--- config.mk ---
export PLATFORM = sky130hd
export DESIGN_NAME = game_tick_ctrl
export DESIGN_NICKNAME = d
export VERILOG_FILES = /design/src/rtl/game_tick_ctrl.sv
export SDC_FILE = /design/constraint.sdc
export NUM_CORES = 1
export LEC_CHECK = 0
export BUFFER_PORTS_ARGS = -buffer_cell sky130_fd_sc_hd__buf_2
export CAP_MARGIN = 0
export CORE_ASPECT_RATIO = 1.4
export CORE_MARGIN = 2
export CORE_UTILIZATION = 50
export CTS_CLUSTER_DIAMETER = 80
export DETAILED_ROUTE_END_ITERATION = 8
export HOLD_SLACK_MARGIN = 0.06
export PLACE_DENSITY_LB_ADDON = 0.2
export SYNTH_ARGS = -nofsm -noshare
export SYNTH_HDL_FRONTEND = slang
export SYNTH_SLANG_ARGS = --single-unit
--- constraint.sdc ---
create_clock -name clk -period 5.12 [get_ports clk]
set_input_delay 0.768 -clock clk [delete_from_list [all_inputs] [get_ports clk]]
set_output_delay 0.768 -clock clk [all_outputs]
set_load 0.03 [all_outputs]
--- src/rtl/game_tick_ctrl.sv ---
// Dino game timing scheduler: run-gated frame/scroll/animation enable strobes plus speed level.
// Optional macro TICK_SPEEDUP_EN builds the level stepper; without it level is 0 and scroll uses SCROLL_BASE.
module game_tick_ctrl #(
  parameter int DIV_W             = 21,
  parameter int FRAME_DIV         = 1666667,
  parameter int SCROLL_BASE       = 8,
  parameter int ANIM_DIV          = 6,
  parameter int SPEED_STEP_FRAMES = 600,
  parameter int MAX_LEVEL         = 7
) (
  input  logic        clk,
  input  logic        rst,
  input  logic        start,
  input  logic        pause,
  input  logic        collide,
  output logic        frame_tick,
  output logic        scroll_tick,
  output logic        anim_tick,
  output logic [2:0]  level,
  output logic [1:0]  state,
  output logic [15:0] frames
);

  localparam int SCROLL_W = $clog2(SCROLL_BASE + 1);
  localparam int ANIM_W   = $clog2(ANIM_DIV + 1);

  localparam logic [DIV_W-1:0]    FRAME_LAST   = DIV_W'(FRAME_DIV - 1);
  localparam logic [SCROLL_W-1:0] SCROLL_LAST0 = SCROLL_W'(SCROLL_BASE - 1);
  localparam logic [ANIM_W-1:0]   ANIM_LAST    = ANIM_W'(ANIM_DIV - 1);

  // Elaboration-time guard on the parameter ranges the counters rely on.
  if (FRAME_DIV < 2 || SCROLL_BASE - MAX_LEVEL < 1 || MAX_LEVEL > 7 || MAX_LEVEL < 0 ||
      ANIM_DIV < 1 || SPEED_STEP_FRAMES < 1) begin : g_bad_cfg
    $error("game_tick_ctrl: illegal parameter combination");
  end

  typedef enum logic [1:0] {
    IDLE  = 2'b00,
    RUN   = 2'b01,
    PAUSE = 2'b10,
    OVER  = 2'b11
  } state_t;

  state_t              state_reg, state_next;
  logic                restart;
  logic [DIV_W-1:0]    frame_cnt_reg;
  logic [SCROLL_W-1:0] scroll_cnt_reg;
  logic [SCROLL_W-1:0] scroll_last;
  logic [ANIM_W-1:0]   anim_cnt_reg;
  logic [15:0]         frames_reg;
  logic [2:0]          level_reg;

  always_comb begin
    state_next = state_reg;
    restart    = 1'b0;
    case (state_reg)
      IDLE, OVER: begin
        if (start) begin
          state_next = RUN;
          restart    = 1'b1;
        end
      end
      RUN: begin
        if (collide)    state_next = OVER;
        else if (pause) state_next = PAUSE;
      end
      PAUSE: begin
        if (pause) state_next = RUN;
      end
      default: state_next = IDLE;
    endcase
  end

  // Strobes decode registered state only, so they are glitch-free and zero-latency.
  assign scroll_last = SCROLL_LAST0 - SCROLL_W'(level_reg);
  assign frame_tick  = (state_reg == RUN) && (frame_cnt_reg == FRAME_LAST);
  assign scroll_tick = frame_tick && (scroll_cnt_reg >= scroll_last);
  assign anim_tick   = frame_tick && (anim_cnt_reg == ANIM_LAST);

  always_ff @(posedge clk) begin
    if (rst) begin
      state_reg      <= IDLE;
      frame_cnt_reg  <= '0;
      scroll_cnt_reg <= '0;
      anim_cnt_reg   <= '0;
      frames_reg     <= '0;
    end else begin
      state_reg <= state_next;
      if (restart) begin
        frame_cnt_reg  <= '0;
        scroll_cnt_reg <= '0;
        anim_cnt_reg   <= '0;
        frames_reg     <= '0;
      end else begin
        case (state_reg)
          RUN: begin
            if (frame_tick) begin
              frame_cnt_reg  <= '0;
              scroll_cnt_reg <= scroll_tick ? '0 : scroll_cnt_reg + SCROLL_W'(1);
              anim_cnt_reg   <= anim_tick ? '0 : anim_cnt_reg + ANIM_W'(1);
              if (frames_reg != 16'hFFFF) frames_reg <= frames_reg + 16'd1;
            end else begin
              frame_cnt_reg <= frame_cnt_reg + DIV_W'(1);
            end
          end
          PAUSE: ;
          default: frame_cnt_reg <= '0;
        endcase
      end
    end
  end

`ifdef TICK_SPEEDUP_EN
  localparam int STEP_W = $clog2(SPEED_STEP_FRAMES + 1);
  localparam logic [STEP_W-1:0] STEP_LAST = STEP_W'(SPEED_STEP_FRAMES - 1);
  localparam logic [2:0]        MAX_LVL   = 3'(MAX_LEVEL);

  logic [STEP_W-1:0] step_cnt_reg;

  // Level changes on the same edge as the frame_tick that completes a step, so it affects the next frame.
  always_ff @(posedge clk) begin
    if (rst || restart) begin
      step_cnt_reg <= '0;
      level_reg    <= '0;
    end else if (frame_tick) begin
      if (step_cnt_reg == STEP_LAST) begin
        step_cnt_reg <= '0;
        if (level_reg != MAX_LVL) level_reg <= level_reg + 3'd1;
      end else begin
        step_cnt_reg <= step_cnt_reg + STEP_W'(1);
      end
    end
  end
`else
  assign level_reg = 3'd0;
`endif

  assign level  = level_reg;
  assign state  = state_reg;
  assign frames = frames_reg;

endmodule

==> impl_metrics.ini <==
[floorplanning]
io-pin-count = 29
num_rows = 30
die_area_mm2 = 0.005468
core_mm2 = 0.004767
floorplan.initialDensity = 0.5123
die_height_um = 86.70
die_x_um = 63.07

[timing]
final_max_slew_viol_count = 0
part_of_the_cycle_the_worst_path_needs = 0.5908
tns_ns = 0
maxSlewHeadroom = 0.3738
report.final.hold_viol_count = 0
grt_setup_unrepaired = no
timing.fmax_mhz = 330.6
worst_slew_pin_slew_ns = 0.9331
setup-violations-final = 0
finalCriticalPeriod_ns = 3.025
fin_skew_ns = 0.008772

[power]
fin_total_pwr_uw = 676.5
vdd.ir_drop.worst_uv = 133.9
power-per-cell-area_mw_per_mm2 = 250.9
p_leak_nw = 1.068

[finish]
multi_input_comb_area_mm2 = 0.001426
largest_reg_flops = 21
fill_cells = 471
final-seq-area_um2 = 920.9
post_route_cells_drive_above_1_share = 0.1169
nets = 337
antenna_cells = 0
p_r_area_growth_vs_syn_pct = 10.40

[global_route]
grt_first_pass_wirelength_um = 9597
pin_count_of_the_biggest_net_entering_global_routing = 29
antenna_violations_before_repair = 0
grt_overflow_total = 0
via_count_of_the_first_global_routing_pass = 2132
grt.total_usage = 0.2164

[logic_synthesis]
yosys-top-cells-area = sky130_fd_sc_hd__dfxtp_1 (38%), sky130_fd_sc_hd__nor2_1 (6.1%), sky130_fd_sc_hd__nand2_1 (4.6%)
synthDistinctLibCells = 46
synth_seq_cells = 46
mappedNetlistArea_mm2 = 0.002442
synth_sequential_area_ratio = 0.3770
yosysMostFrequentCell = sky130_fd_sc_hd__dfxtp_1
synth_top_flop_cell = sky130_fd_sc_hd__dfxtp_1
fraction_of_synthesis_flops_using_an_asynchronous_set_or_reset_pin = 0
synth.cells.most_frequent = sky130_fd_sc_hd__dfxtp_1 (46), sky130_fd_sc_hd__nor2_1 (40), sky130_fd_sc_hd__nand2_1 (30), sky130_fd_sc_hd__a21oi_1 (18), sky130_fd_sc_hd__nand3_1 (16)
synthesis.area_per_instance_um2 = 8.114
yosys_warnings = 0
yosysTopAreaCellShare = 0.3770
synth_edf_count = 0
syn-instance-count = 301
synth_largest_area_cell = sky130_fd_sc_hd__dfxtp_1

[cts]
cts_setup_buffers = 0
cts.path.max_buffers = 2
cts_inserted_buffers = 5
clockRootBuffer = sky130_fd_sc_hd__clkbuf_8
clock_latency_ns = 0.30
cts.hold.buffers_added = 0
path_clk_slew_ns = 0.09
tritoncts = done
gates_resized_cts_repair = 0
cts.sink_count = 46
h-tree-depth = 2

[worst_setup_path]
worstPathRequired_ns = 4.35
crit_family = simple AND/OR/NAND/NOR gates
timing_worst_setup_path_type = flop to output pin
worstPathBufferInverterCount = 1
critPathMaxStageDelay_ns = 0.55
r2r_slack_ns = 2.49
worstSetupStartpointType = flop
critical-path-slowest-cell = sky130_fd_sc_hd__or4_1
crit_path_end_kind = output pin
worst-endpoint-arrival_ns = 2.26
worstPathCellList = or4_1 -> nor4_1 -> nand3_1 -> nor2_1 -> buf_2
crit_fanout = 13

[route]
avgViaCountPerCell = 5.833
routed_wire_length_per_instance_um = 14.04
final_antenna_net_count = 0
vias = 2269
totalWireLength_um = 5462
detail_route.drc_violations = 0
dr.pass1.iters = 4
drt-initial-drc-count = 104

[place]
buffer_ports.inserted = 25
routabilityCongestion = 0.8406
detailedPlacementHpwl_um = 3958

[worst_hold_path]
timing.hold.worst.class = flop to flop

[run_status]
status = finished, final reports clean

[run]
max_cap_violations = 0
-- final timing paths --
| check | from | to | cells after the start |
|---|---|---|---|
| max reg2reg | frame_cnt_reg[3] | frame_cnt_reg[17] | 5 |
| max | frame_cnt_reg[7] | scroll_tick | 5 |
| min reg2reg | scroll_cnt_reg[1] | scroll_cnt_reg[1] | 2 |
| min | scroll_cnt_reg[1] | scroll_cnt_reg[1] | 2 |
-- cell usage in the layout, fill, tap and decap left out, drive strengths merged, types with 4 or more instances in the layout --
cell type and instances:
nand2 30, ha 8, and4 4, nand4 14
nor2 40, nand3b 4, clkbuf 6, dfxtp 46
nor3b 4, xor2 9, and3 11, nand3 16
xnor2 7, o21ai 6, a31oi 7, inv 11
nand2b 4, buf 26, a21oi 18, mux2i 5
nor3 7, a41o 4
-- layout make-up --
| class | count | share of cell area |
|---|---|---|
| Timing Repair Buffer | 26 | 0.04919 |
| Inverter | 11 | 0.01531 |
| Clock inverter | 2 | 0.004640 |
| Sequential cell | 46 | 0.3415 |
| Multi-Input combinational cell | 234 | 0.5290 |
| Tap cell | 64 | 0.02970 |
| Clock buffer | 6 | 0.03063 |
-- metrics by stage --
step / hold slack, ns / instance area [um^2] / util / std cells / worst slack (ns)
detailed placement: 0.4640 / 2601 / 0.5457 / 381 / 2.460
CTS: 0.4762 / 2696 / 0.5656 / 389 / 2.107
floorplan: 0.4443 / 2450 / - / 303 / 2.462
global placement: 0.4564 / 2601 / 0.5457 / 381 / 2.470
finish: 0.4701 / 2696 / 0.5656 / 389 / 2.095
global route: 0.4971 / 2696 / 0.5656 / 389 / 1.858
-- worst min-delay path: stages, from the launching register on --
cell,delay [ns]
sky130_fd_sc_hd__dfxtp_1,0.33
sky130_fd_sc_hd__nand2_1,0.05
sky130_fd_sc_hd__a21oi_1,0.05
-- kinds of logic (layout without fill, tap and decap cells) --
kind of cell | Yosys count | count (layout) | share of synthesized area
buf+inv | 23 | 45 | 0.04201
xor+xnor | 16 | 16 | 0.05738
simple gates | 151 | 151 | 0.3228
mux | 5 | 5 | 0.02049
other cells | 1 | 3 | 0.001535
flops | 46 | 46 | 0.3770
fa+ha+maj | 8 | 8 | 0.04099
compound gates | 51 | 51 | 0.1378
-- routing by layer --
| metal | GRT usage | wire length (um) | part of all wire | vias up |
|---|---|---|---|---|
| met2 | 0.4043 | 2853 | 0.52 | 41 |
| met5 | 0 | 0 | 0 | - |
| met1 | 0.2455 | 2378 | 0.44 | 1087 |
| li1 | - | - | - | 1136 |
| met3 | 0.03636 | 165 | 0.030 | 5 |
| met4 | 0.07677 | 65 | 0.012 | 0 |
-- power breakdown --
group,internal [mW],total [mW],leakage [nW],switching [mW]
combinational,0.0217,0.0770,0.650,0.0553
sequential,0.361,0.365,0.371,0.00415
clock,0.109,0.234,0.0472,0.125
total,0.492,0.677,1.07,0.185
(Power assumes the default switching activity.)
